`src/rtl/multicycle_control_unit.sv`:
```
// Moore control FSM for the multicycle RV32I core: fetch/decode/execute/memory/writeback sequencing.
// Optional ILLEGAL_TRAP_EN: unknown opcodes park the FSM in TRAP with a sticky illegal_instr flag.
module multicycle_control_unit #(
    parameter int MEM_LATENCY = 0,
    parameter int ALU_CTRL_W  = 4
) (
    input  logic                  clk,
    input  logic                  rst,
    input  logic [6:0]            op_code,
    input  logic [2:0]            funct3,
    input  logic                  funct7_5,
    input  logic [3:0]            alu_flag,
    output logic                  pc_write,
    output logic                  adr_src,
    output logic                  mem_write,
    output logic                  ir_write,
    output logic                  reg_write,
    output logic [1:0]            result_src,
    output logic [1:0]            alu_src_a,
    output logic [1:0]            alu_src_b,
    output logic [2:0]            imm_src,
    output logic [ALU_CTRL_W-1:0] alu_control,
    output logic [3:0]            state,
    output logic                  illegal_instr
);

    typedef enum logic [3:0] {
        FETCH    = 4'd0,
        DECODE   = 4'd1,
        MEMADR   = 4'd2,
        MEMREAD  = 4'd3,
        MEMWB    = 4'd4,
        MEMWRITE = 4'd5,
        EXECUTER = 4'd6,
        EXECUTEI = 4'd7,
        ALUWB    = 4'd8,
        BRANCH   = 4'd9,
        JAL      = 4'd10,
        JALR     = 4'd11,
        LINK     = 4'd12,
        LUI      = 4'd13,
        AUIPC    = 4'd14,
        TRAP     = 4'd15
    } state_t;

    localparam logic [6:0] OP_LOAD   = 7'b0000011;
    localparam logic [6:0] OP_STORE  = 7'b0100011;
    localparam logic [6:0] OP_RTYPE  = 7'b0110011;
    localparam logic [6:0] OP_ITYPE  = 7'b0010011;
    localparam logic [6:0] OP_BRANCH = 7'b1100011;
    localparam logic [6:0] OP_JAL    = 7'b1101111;
    localparam logic [6:0] OP_JALR   = 7'b1100111;
    localparam logic [6:0] OP_LUI    = 7'b0110111;
    localparam logic [6:0] OP_AUIPC  = 7'b0010111;

    localparam logic [3:0] ALU_ADD  = 4'b0000;
    localparam logic [3:0] ALU_SUB  = 4'b0001;
    localparam logic [3:0] ALU_AND  = 4'b0010;
    localparam logic [3:0] ALU_OR   = 4'b0011;
    localparam logic [3:0] ALU_XOR  = 4'b0100;
    localparam logic [3:0] ALU_SLT  = 4'b0101;
    localparam logic [3:0] ALU_SLTU = 4'b0110;
    localparam logic [3:0] ALU_SLL  = 4'b0111;
    localparam logic [3:0] ALU_SRL  = 4'b1000;
    localparam logic [3:0] ALU_SRA  = 4'b1001;

    localparam logic [3:0] WAIT_LAST = 4'(MEM_LATENCY);

    state_t     state_q;
    state_t     state_d;
    logic [3:0] wait_q;
    logic       mem_state;
    logic       wait_done;
    logic [3:0] alu_op;
    logic       branch_taken;

    // SUB is only selected by R-type; I-type funct7_5 is part of the immediate.
    function automatic logic [3:0] funct_op(input logic [2:0] f3, input logic f7, input logic is_r);
        logic [3:0] op;
        case (f3)
            3'b000:  op = (is_r && f7) ? ALU_SUB : ALU_ADD;
            3'b001:  op = ALU_SLL;
            3'b010:  op = ALU_SLT;
            3'b011:  op = ALU_SLTU;
            3'b100:  op = ALU_XOR;
            3'b101:  op = f7 ? ALU_SRA : ALU_SRL;
            3'b110:  op = ALU_OR;
            default: op = ALU_AND;
        endcase
        return op;
    endfunction

    assign mem_state = (state_q == FETCH) || (state_q == MEMREAD) || (state_q == MEMWRITE);
    assign wait_done = (wait_q == WAIT_LAST);

    always_ff @(posedge clk) begin
        if (rst) begin
            state_q <= FETCH;
            wait_q  <= 4'd0;
        end else begin
            state_q <= state_d;
            wait_q  <= (mem_state && !wait_done) ? wait_q + 4'd1 : 4'd0;
        end
    end

    // Flags come from rs1 - rs2: {zero, negative, carry, overflow}.
    always_comb begin
        branch_taken = 1'b0;
        case (funct3)
            3'b000:  branch_taken = alu_flag[3];
            3'b001:  branch_taken = !alu_flag[3];
            3'b100:  branch_taken = alu_flag[2] ^ alu_flag[0];
            3'b101:  branch_taken = !(alu_flag[2] ^ alu_flag[0]);
            3'b110:  branch_taken = !alu_flag[1];
            3'b111:  branch_taken = alu_flag[1];
            default: branch_taken = 1'b0;
        endcase
    end

    always_comb begin
        imm_src = 3'b000;
        case (op_code)
            OP_STORE:         imm_src = 3'b001;
            OP_BRANCH:        imm_src = 3'b010;
            OP_JAL:           imm_src = 3'b011;
            OP_LUI, OP_AUIPC: imm_src = 3'b100;
            default:          imm_src = 3'b000;
        endcase
    end

    always_comb begin
        state_d    = state_q;
        pc_write   = 1'b0;
        adr_src    = 1'b0;
        mem_write  = 1'b0;
        ir_write   = 1'b0;
        reg_write  = 1'b0;
        result_src = 2'b00;
        alu_src_a  = 2'b00;
        alu_src_b  = 2'b00;
        alu_op     = ALU_ADD;

        case (state_q)
            FETCH: begin
                alu_src_b  = 2'b10;
                result_src = 2'b10;
                ir_write   = wait_done;
                pc_write   = wait_done;
                if (wait_done) state_d = DECODE;
            end
            DECODE: begin
                alu_src_a = 2'b01;
                alu_src_b = 2'b01;
                case (op_code)
                    OP_LOAD, OP_STORE: state_d = MEMADR;
                    OP_RTYPE:          state_d = EXECUTER;
                    OP_ITYPE:          state_d = EXECUTEI;
                    OP_BRANCH:         state_d = BRANCH;
                    OP_JAL:            state_d = JAL;
                    OP_JALR:           state_d = JALR;
                    OP_LUI:            state_d = LUI;
                    OP_AUIPC:          state_d = AUIPC;
`ifdef ILLEGAL_TRAP_EN
                    default:           state_d = TRAP;
`else
                    default:           state_d = FETCH;
`endif
                endcase
            end
            MEMADR: begin
                alu_src_a = 2'b10;
                alu_src_b = 2'b01;
                state_d   = (op_code == OP_STORE) ? MEMWRITE : MEMREAD;
            end
            MEMREAD: begin
                adr_src = 1'b1;
                if (wait_done) state_d = MEMWB;
            end
            MEMWB: begin
                result_src = 2'b01;
                reg_write  = 1'b1;
                state_d    = FETCH;
            end
            MEMWRITE: begin
                adr_src   = 1'b1;
                mem_write = 1'b1;
                if (wait_done) state_d = FETCH;
            end
            EXECUTER: begin
                alu_src_a = 2'b10;
                alu_src_b = 2'b00;
                alu_op    = funct_op(funct3, funct7_5, 1'b1);
                state_d   = ALUWB;
            end
            EXECUTEI: begin
                alu_src_a = 2'b10;
                alu_src_b = 2'b01;
                alu_op    = funct_op(funct3, funct7_5, 1'b0);
                state_d   = ALUWB;
            end
            ALUWB: begin
                reg_write = 1'b1;
                state_d   = FETCH;
            end
            BRANCH: begin
                alu_src_a = 2'b10;
                alu_src_b = 2'b00;
                alu_op    = ALU_SUB;
                pc_write  = branch_taken;
                state_d   = FETCH;
            end
            JAL: begin
                // Target already sits in alu_out from DECODE; ALU now forms old_pc+4 for ALUWB.
                alu_src_a = 2'b01;
                alu_src_b = 2'b10;
                pc_write  = 1'b1;
                state_d   = ALUWB;
            end
            JALR: begin
                alu_src_a  = 2'b10;
                alu_src_b  = 2'b01;
                result_src = 2'b10;
                pc_write   = 1'b1;
                state_d    = LINK;
            end
            LINK: begin
                alu_src_a  = 2'b01;
                alu_src_b  = 2'b10;
                result_src = 2'b10;
                reg_write  = 1'b1;
                state_d    = FETCH;
            end
            LUI: begin
                alu_src_a  = 2'b11;
                alu_src_b  = 2'b01;
                result_src = 2'b10;
                reg_write  = 1'b1;
                state_d    = FETCH;
            end
            AUIPC: begin
                alu_src_a  = 2'b01;
                alu_src_b  = 2'b01;
                result_src = 2'b10;
                reg_write  = 1'b1;
                state_d    = FETCH;
            end
            TRAP: begin
`ifdef ILLEGAL_TRAP_EN
                state_d = TRAP;
`else
                state_d = FETCH;
`endif
            end
            default: state_d = FETCH;
        endcase

        // Reset aborts the current instruction without letting any write land.
        if (rst) begin
            pc_write  = 1'b0;
            ir_write  = 1'b0;
            reg_write = 1'b0;
            mem_write = 1'b0;
        end
    end

    assign alu_control = ALU_CTRL_W'(alu_op);
    assign state       = state_q;

`ifdef ILLEGAL_TRAP_EN
    logic illegal_q;

    always_ff @(posedge clk) begin
        if (rst) begin
            illegal_q <= 1'b0;
        end else if (state_d == TRAP) begin
            illegal_q <= 1'b1;
        end
    end

    assign illegal_instr = illegal_q && !rst;
`else
    assign illegal_instr = 1'b0;
`endif

endmodule

```
`config.mk`:
```
export PLATFORM = sky130hd
export DESIGN_NAME = multicycle_control_unit
export DESIGN_NICKNAME = d
export VERILOG_FILES = /design/src/rtl/multicycle_control_unit.sv
export SDC_FILE = /design/constraint.sdc
export NUM_CORES = 1
export LEC_CHECK = 0
export ABC_AREA = 1
export BUFFER_PORTS_ARGS = -buffer_cell sky130_fd_sc_hd__buf_2
export CORE_UTILIZATION = 50
export CTS_BUF_LIST = sky130_fd_sc_hd__clkbuf_16
export CTS_CLUSTER_SIZE = 20
export DETAILED_ROUTE_END_ITERATION = 10
export HOLD_SLACK_MARGIN = 0.06
export PLACE_DENSITY = 0.84
export SYNTH_ARGS = -nofsm -noshare
export SYNTH_HDL_FRONTEND = slang
export SYNTH_SLANG_ARGS = --single-unit
export TNS_END_PERCENT = 1
```
`constraint.sdc`:
```
create_clock -name clk -period 1.9 [get_ports clk]
set_input_delay 0.19 -clock clk [delete_from_list [all_inputs] [get_ports clk]]
set_output_delay 0.19 -clock clk [all_outputs]
set_load 0.01 [all_outputs]
```
==> impl_metrics.sql, run 1 <==
INSERT INTO impl_metrics (metric_group, metric, value, unit) VALUES
('status', 'outcome', 'complete, no violations', ''),
('placed_design', 'routability_congestion_estimate_from_global_placement', '1.03', ''),
('cts', 'post_cts_buffers', '0', ''),
('global_route', 'globalRoute.totalOverflow', '0', ''),
('die', 'placeableCoreArea', '1710', 'um2'),
('timing', 'hold_ws', '0.257', 'ns'),
('worst_setup_path', 'worstPathRequired', '1.71', 'ns'),
('worst_setup_path', 'cp-end-kind', 'output pin', ''),
('synthesis', 'yosys_warnings', '0', ''),
('cells_and_area', 'fillers', '145', ''),
('cts', 'cts_num_sinks', '8', ''),
('synthesis', 'seq_area_frac_synth', '0.176', ''),
('timing', 'slew_viols_final', '0', ''),
('synthesis', 'netlist.top_cell.by_area', 'sky130_fd_sc_hd__nand2_1', ''),
('synthesis', 'syn_area', '911', 'um2'),
('routing', 'firstDrtPassIters', '4', ''),
('die', 'die_w', '44.7', 'um'),
('cells_and_area', 'syn2layout_area_growth', '29.1', '%'),
('die', 'die-height', '44.7', 'um'),
('pwr', 'switching_share', '0.243', ''),
('routing', 'wl_per_cell', '10.1', 'um'),
('die', 'die-area', '2000', 'um2'),
('routing', 'initialDrtViolationCount', '45', ''),
('cells_and_area', 'antenna-diode-count', '0', ''),
('worst_setup_path', 'setup.worst_path.start_class', 'flip-flop', ''),
('pwr', 'power.combinational.fraction', '0.187', ''),
('synthesis', 'synthDominantCellAreaShare', '0.194', ''),
('routing', 'drc', '0', ''),
('worst_setup_path', 'worst-path-max-fanout', '7', ''),
('pwr', 'p_sw', '157', 'uW'),
('global_route', 'groute.usage.overall', '0.260', ''),
('cells_and_area', 'mostFrequentLayoutCell', 'sky130_fd_sc_hd__nand2_1', ''),
('cts', 'ctsLongestPathBuffers', '2', ''),
('cells_and_area', 'post_route_cells_drive_above_1_share', '0.261', ''),
('routing', 'wirelength', '2290', 'um'),
('job', 'drv.max_cap_violation_count', '0', ''),
('synthesis', 'netlist_top_cells_area', 'sky130_fd_sc_hd__nand2_1 (19%), sky130_fd_sc_hd__dfxtp_1 (18%), sky130_fd_sc_hd__nor2_1 (11%)', ''),
('routing', 'ant_nets', '0', ''),
('cts', 'clk_latency', '0.23', 'ns'),
('synthesis', 'syn-instance-count', '165', ''),
('pwr', 'power.leakage', '0.000686', 'uW'),
('worst_setup_path', 'criticalPathCategory', 'reg2out', ''),
('timing', 'tmin_final', '1.74', 'ns'),
('timing', 'maxClockFrequency', '576', 'MHz'),
('global_route', 'grt_pass1_vias', '971', ''),
('cts', 'ctsRootBufferMaster', 'sky130_fd_sc_hd__clkbuf_16', ''),
('synthesis', 'ys_ff_latch', '8', ''),
('worst_setup_path', 'worstPathArrival', '1.55', 'ns'),
('cts', 'clock_pin_slew_of_the_registers_on_the_worst_case_setup_and_hold_paths', '0.03', 'ns'),
('cts', 'cts_tree', 'done', ''),
('pwr', 'pwr-share-seq', '0.271', ''),
('pwr', 'totalPowerFinal', '647', 'uW'),
('synthesis', 'synth_cell_types', '26', ''),
('synthesis', 'synthesis.area_per_instance', '5.52', 'um2'),
('placed_design', 'dpl_hpwl', '1860', 'um'),
('timing', 'finalSetupViolations', '0', ''),
('cells_and_area', 'layout.cells.most_common_list', 'sky130_fd_sc_hd__nand2_1 (47), sky130_fd_sc_hd__buf_2 (38), sky130_fd_sc_hd__nor2_1 (26)', ''),
('min_path', 'holdCritPathClass', 'in2reg', ''),
('routing', 'routed-via-count', '1131', ''),
('timing', 'worst_clock_skew', '0.00185', 'ns'),
('global_route', 'grt_antenna_before_repair', '0', ''),
('pwr', 'clkPwrFrac', '0.542', ''),
('placed_design', 'dp.cells', '225', ''),
('die', 'initial_utilization', '0.533', ''),
('pwr', 'cell_internal_power', '489', 'uW'),
('cells_and_area', 'final_design_area_no_fill', '1180', 'um2'),
('die', 'fp-row-count', '15', ''),
('synthesis', 'synth.net_count', '184', ''),
('cts', 'cts_buffers', '3', ''),
('routing', 'drt-vias-per-instance', '4.96', ''),
('placed_design', 'placed_area', '1100', 'um2'),
('pwr', 'worst_vdd_rail_ir_drop', '567', 'uV'),
('timing', 'post_route_clock_period_utilization', '0.913', ''),
('pwr', 'power.density_cell_area', '550', 'nW/um2'),
('cells_and_area', 'finalNetCount', '224', ''),
('timing', 'grt_setup_unrepaired', 'false', ''),
('cts', 'htreeDepth', '1', ''),
('timing', 'setup-tns-final', '0', 'ns'),
('global_route', 'largest_net_degree_at_the_start_of_global_routing', '10', ''),
('timing', 'finalHoldViolations', '0', ''),
('die', 'io_pins', '40', ''),
('cells_and_area', 'stdcell_count', '228', ''),
('global_route', 'grt_pass1_wl', '3880', 'um'),
('placed_design', 'io_buffers', '38', '');
-- repair_timing --
item,CTS,global route
hold buffers,0,0
endpoints found under the hold margin,0,0
endpoints found under the setup margin,0,2
resized for setup,0,2
-- worst max-delay path: stages, from the launching register on --
cell and delay [ns]:
sky130_fd_sc_hd__dfxtp_2 0.38, sky130_fd_sc_hd__inv_2 0.06, sky130_fd_sc_hd__nor2_2 0.16, sky130_fd_sc_hd__nand2_1 0.17
sky130_fd_sc_hd__o21ai_0 0.22, sky130_fd_sc_hd__nand2_1 0.07, sky130_fd_sc_hd__o311ai_1 0.07, sky130_fd_sc_hd__buf_2 0.17
-- kinds of logic after synthesis --
kind of cell,after synthesis,share of synthesized area
buffers and inverters,31,0.152
xor gates and xnor gates,4,0.0385
other,1,0.00412
and+or+nand+nor,103,0.504
AOI/OAI and AO/OA,16,0.0975
DFF,8,0.176
adders and majority gates,2,0.0275
-- final timing paths --
path | start | end | slack [ns] | cells after the start
setup / recovery | state[2]$_SDFFE_PP0P_ | alu_control[0] | 0.16 | 7
hold / removal | rst | state[3]$_SDFFE_PP0P_ | 0.26 | 2
setup reg to reg | state[0]$_SDFFE_PP0P_ | wait_q[2]$_SDFF_PP0_ | 0.50 | 8
hold reg to reg | wait_q[0]$_SDFF_PP0_ | wait_q[0]$_SDFF_PP0_ | 0.46 | 1
-- metal layers --
| metal | global-route usage | vias up | part of all wire |
|---|---|---|---|
| li1 | - | 593 | - |
| met1 | 0.328 | 488 | 0.43 |
| met2 | 0.424 | 45 | 0.48 |
| met3 | 0.0490 | 5 | 0.062 |
| met4 | 0.121 | 0 | 0.019 |
| met5 | 0 | - | 0 |
-- synth_stat cells --
cell and count:
sky130_fd_sc_hd__nand2_1 47, sky130_fd_sc_hd__nor2_1 26, sky130_fd_sc_hd__inv_1 25, sky130_fd_sc_hd__nand3_1 12, sky130_fd_sc_hd__a21oi_1 8, sky130_fd_sc_hd__dfxtp_1 8
sky130_fd_sc_hd__nor3_1 6, sky130_fd_sc_hd__o21ai_0 5, sky130_fd_sc_hd__inv_2 3, sky130_fd_sc_hd__a22oi_1 2, sky130_fd_sc_hd__ha_1 2, sky130_fd_sc_hd__nand2_2 2
sky130_fd_sc_hd__nand3b_1 2, sky130_fd_sc_hd__nand4_1 2, sky130_fd_sc_hd__nor2_4 2, sky130_fd_sc_hd__xnor2_1 2, sky130_fd_sc_hd__xor2_1 2, sky130_fd_sc_hd__buf_4 1
sky130_fd_sc_hd__buf_6 1, sky130_fd_sc_hd__buf_8 1, sky130_fd_sc_hd__conb_1 1, sky130_fd_sc_hd__nand3_2 1, sky130_fd_sc_hd__nor2_2 1, sky130_fd_sc_hd__nor2b_1 1
sky130_fd_sc_hd__nor3_2 1, sky130_fd_sc_hd__o311ai_1 1
-- final cells by class --
class	instances	area (um2)	area share
sequential	8	163	0.138
inverter	28	105	0.0894
timing repair buffer	38	190	0.162
multi-input combinational	126	612	0.520
tap	25	31.3	0.0266
clock buffer	3	75.1	0.0638
-- power by group through the flow --
| stage | logic [uW] | registers [uW] | clock network, uW |
|---|---|---|---|
| 2_1_floorplan | 75.7 | 178 | 0 |
| 3_3_place_gp | 116 | 177 | 0 |
| 3_5_place_dp | 119 | 178 | 0 |
| 4_1_cts | 120 | 175 | 357 |
| 5_1_grt | 136 | 176 | 367 |
| 6_report | 121 | 175 | 351 |
-- through the flow --
step | setup slack, ns | util
final | 0.165 | 0.689
after global routing | 0.00364 | 0.689
after CTS | 0.0596 | 0.687
after detailed placement | 0.310 | 0.643
after global placement | 0.420 | 0.643
after floorplan | 0.462 | -
-- registers in the layout, summed over array words and instances (netlist names) --
name	flops
state	4
wait_q	4
No activity file was read; power rests on OpenSTA's default activity.
==> inputs of run 2 (changes only) <==
Settings changed: CORE_UTILIZATION 50 to 42, PLACE_DENSITY 0.84 to 0.75.
Clock period 1.9 ns to 1.5 ns, I/O delays scaled along.
==> impl_metrics.sql, run 2 (synthesized netlist as in run 1, its figures left out) <==
INSERT INTO impl_metrics (metric_group, metric, value, unit) VALUES
('status', 'outcome', 'complete, but fails checks', ''),
('status', 'failing_checks', 'negative setup slack', ''),
('cells_and_area', 'layout.cells.most_common_list', 'sky130_fd_sc_hd__nand2_1 (45), sky130_fd_sc_hd__buf_2 (38), sky130_fd_sc_hd__inv_1 (21)', ''),
('pwr', 'p_sw', '234', 'uW'),
('placed_design', 'pre_cts_slack', '0.0645', 'ns'),
('timing', 'finalHoldViolations', '0', ''),
('worst_setup_path', 'critical_path.startpoint', 'state[1]$_SDFFE_PP0P_', ''),
('cells_and_area', 'util_after_layout', '0.703', ''),
('timing', 'tmin_final', '1.53', 'ns'),
('worst_setup_path', 'worstPathArrival', '1.38', 'ns'),
('routing', 'drt-vias-per-instance', '5.16', ''),
('job', 'drv.max_cap_violation_count', '0', ''),
('global_route', 'globalRoute.totalOverflow', '0', ''),
('placed_design', 'placed_area', '1160', 'um2'),
('pwr', 'clkPwrFrac', '0.517', ''),
('die', 'initial_utilization', '0.455', ''),
('cells_and_area', 'post_route_cells_drive_above_1_share', '0.412', ''),
('routing', 'routed-via-count', '1279', ''),
('routing', 'drc', '0', ''),
('cells_and_area', 'antenna-diode-count', '0', ''),
('worst_setup_path', 'critical_path.reg2reg.startpoint', 'state[0]$_SDFFE_PP0P_', ''),
('cts', 'cts_hold_buffers', '0', ''),
('cts', 'ctsRootBufferMaster', 'sky130_fd_sc_hd__clkbuf_16', ''),
('global_route', 'grt_pass1_wl', '4820', 'um'),
('pwr', 'power.density_cell_area', '625', 'nW/um2'),
('pwr', 'power.leakage', '0.000784', 'uW'),
('timing', 'setup-tns-final', '-0.155', 'ns'),
('pwr', 'switching_share', '0.266', ''),
('cells_and_area', 'mostFrequentLayoutCell', 'sky130_fd_sc_hd__nand2_1', ''),
('routing', 'ant_nets', '0', ''),
('die', 'io_pins', '40', ''),
('timing', 'layout_setup_ws', '-0.0349', 'ns'),
('die', 'die_w', '48.6', 'um'),
('placed_design', 'routability_congestion_estimate_from_global_placement', '0.928', ''),
('timing', 'slew_viols_final', '0', ''),
('worst_setup_path', 'criticalPathCategory', 'reg2out', ''),
('global_route', 'grt_antenna_before_repair', '0', ''),
('global_route', 'groute.usage.overall', '0.256', ''),
('placed_design', 'io_buffers', '38', ''),
('routing', 'firstDrtPassIters', '4', ''),
('cts', 'clock_pin_slew_of_the_registers_on_the_worst_case_setup_and_hold_paths', '0.04', 'ns'),
('worst_setup_path', 'cp-end-kind', 'output pin', ''),
('pwr', 'power.combinational.fraction', '0.235', ''),
('timing', 'worst_clock_skew', '0.00200', 'ns'),
('cts', 'cts_buffers', '3', ''),
('die', 'die-area', '2360', 'um2'),
('cells_and_area', 'final_design_area_no_fill', '1410', 'um2'),
('routing', 'wl_per_cell', '12.6', 'um'),
('cells_and_area', 'finalNetCount', '242', ''),
('die', 'placeableCoreArea', '2000', 'um2'),
('placed_design', 'dpl_hpwl', '2190', 'um'),
('cts', 'clk_latency', '0.23', 'ns'),
('pwr', 'worst_vdd_rail_ir_drop', '487', 'uV'),
('die', 'fp-row-count', '16', ''),
('global_route', 'grt_pass1_vias', '1190', ''),
('worst_setup_path', 'worst-path-max-fanout', '9', ''),
('die', 'die-height', '48.6', 'um'),
('global_route', 'largest_net_degree_at_the_start_of_global_routing', '10', ''),
('pwr', 'totalPowerFinal', '879', 'uW'),
('timing', 'post_route_clock_period_utilization', '1.02', ''),
('cts', 'cts_tree', 'done', ''),
('min_path', 'holdCritPathClass', 'in2reg', ''),
('pwr', 'cell_internal_power', '646', 'uW'),
('min_path', 'hold_start', 'rst', ''),
('cts', 'cts_num_sinks', '8', ''),
('routing', 'wirelength', '3120', 'um'),
('timing', 'maxClockFrequency', '652', 'MHz'),
('timing', 'grt_setup_unrepaired', 'true', ''),
('cts', 'ctsLongestPathBuffers', '2', ''),
('pwr', 'pwr-share-seq', '0.249', ''),
('cells_and_area', 'syn2layout_area_growth', '54.5', '%'),
('worst_setup_path', 'setup.worst_path.start_class', 'flip-flop', ''),
('worst_setup_path', 'worstPathRequired', '1.35', 'ns'),
('timing', 'finalSetupViolations', '7', ''),
('cts', 'htreeDepth', '1', ''),
('routing', 'initialDrtViolationCount', '39', '');
## run 2: critical path, stage by stage, from the launching register on
cell	delay (ns)
sky130_fd_sc_hd__dfxtp_4	0.43
sky130_fd_sc_hd__nor2_4	0.06
sky130_fd_sc_hd__buf_4	0.15
sky130_fd_sc_hd__a22oi_1	0.24
sky130_fd_sc_hd__nand3b_1	0.12
sky130_fd_sc_hd__buf_2	0.15
## run 2: layer usage
metal | share of wire | vias up | GRT usage | routed length [um]
li1 | - | 625 | - | -
met1 | 0.40 | 577 | 0.284 | 1260
met2 | 0.50 | 65 | 0.493 | 1570
met3 | 0.063 | 12 | 0.0252 | 196
met4 | 0.030 | 0 | 0.0980 | 95
met5 | 0 | - | 0 | 0
## run 2: through the flow
step,hold slack [ns],instances
3_3_place_gp,0.444,235
3_5_place_dp,0.471,235
2_1_floorplan,0.335,165
4_1_cts,0.223,240
6_report,0.234,248
5_1_grt,0.239,248
## run 2: final cells by class
| type | instances | area [um2] |
|---|---|---|
| clock buffers | 3 | 75.1 |
| fillers | 166 | 594 |
| inverters | 28 | 105 |
| multi-input cells | 126 | 691 |
| flip-flops and latches | 8 | 178 |
| well taps | 27 | 33.8 |
| repair buffers | 56 | 325 |
## run 2: final timing paths
kind                            to  slack [ns]  cells past startpoint
min reg2reg   wait_q[0]$_SDFF_PP0_        0.52                      2
min          state[3]$_SDFFE_PP0P_        0.23                      2
max reg2reg  state[2]$_SDFFE_PP0P_        0.05                     10
max                   alu_src_a[0]       -0.03                      5
## run 2: power by group through the flow
stage	Combinational (uW)	Clock (uW)	Sequential, uW
2_1_floorplan	95.8	0	225
3_3_place_gp	157	0	224
3_5_place_dp	160	0	225
4_1_cts	168	457	220
5_1_grt	222	463	219
6_report	206	454	219
## run 2: repair_timing
| item | CTS | global route |
|---|---|---|
| pin swaps | 1 | 6 |
| endpoints found under the setup margin | 9 | 14 |
| gates resized for setup | 15 | 19 |
| setup buffers | 2 | 8 |
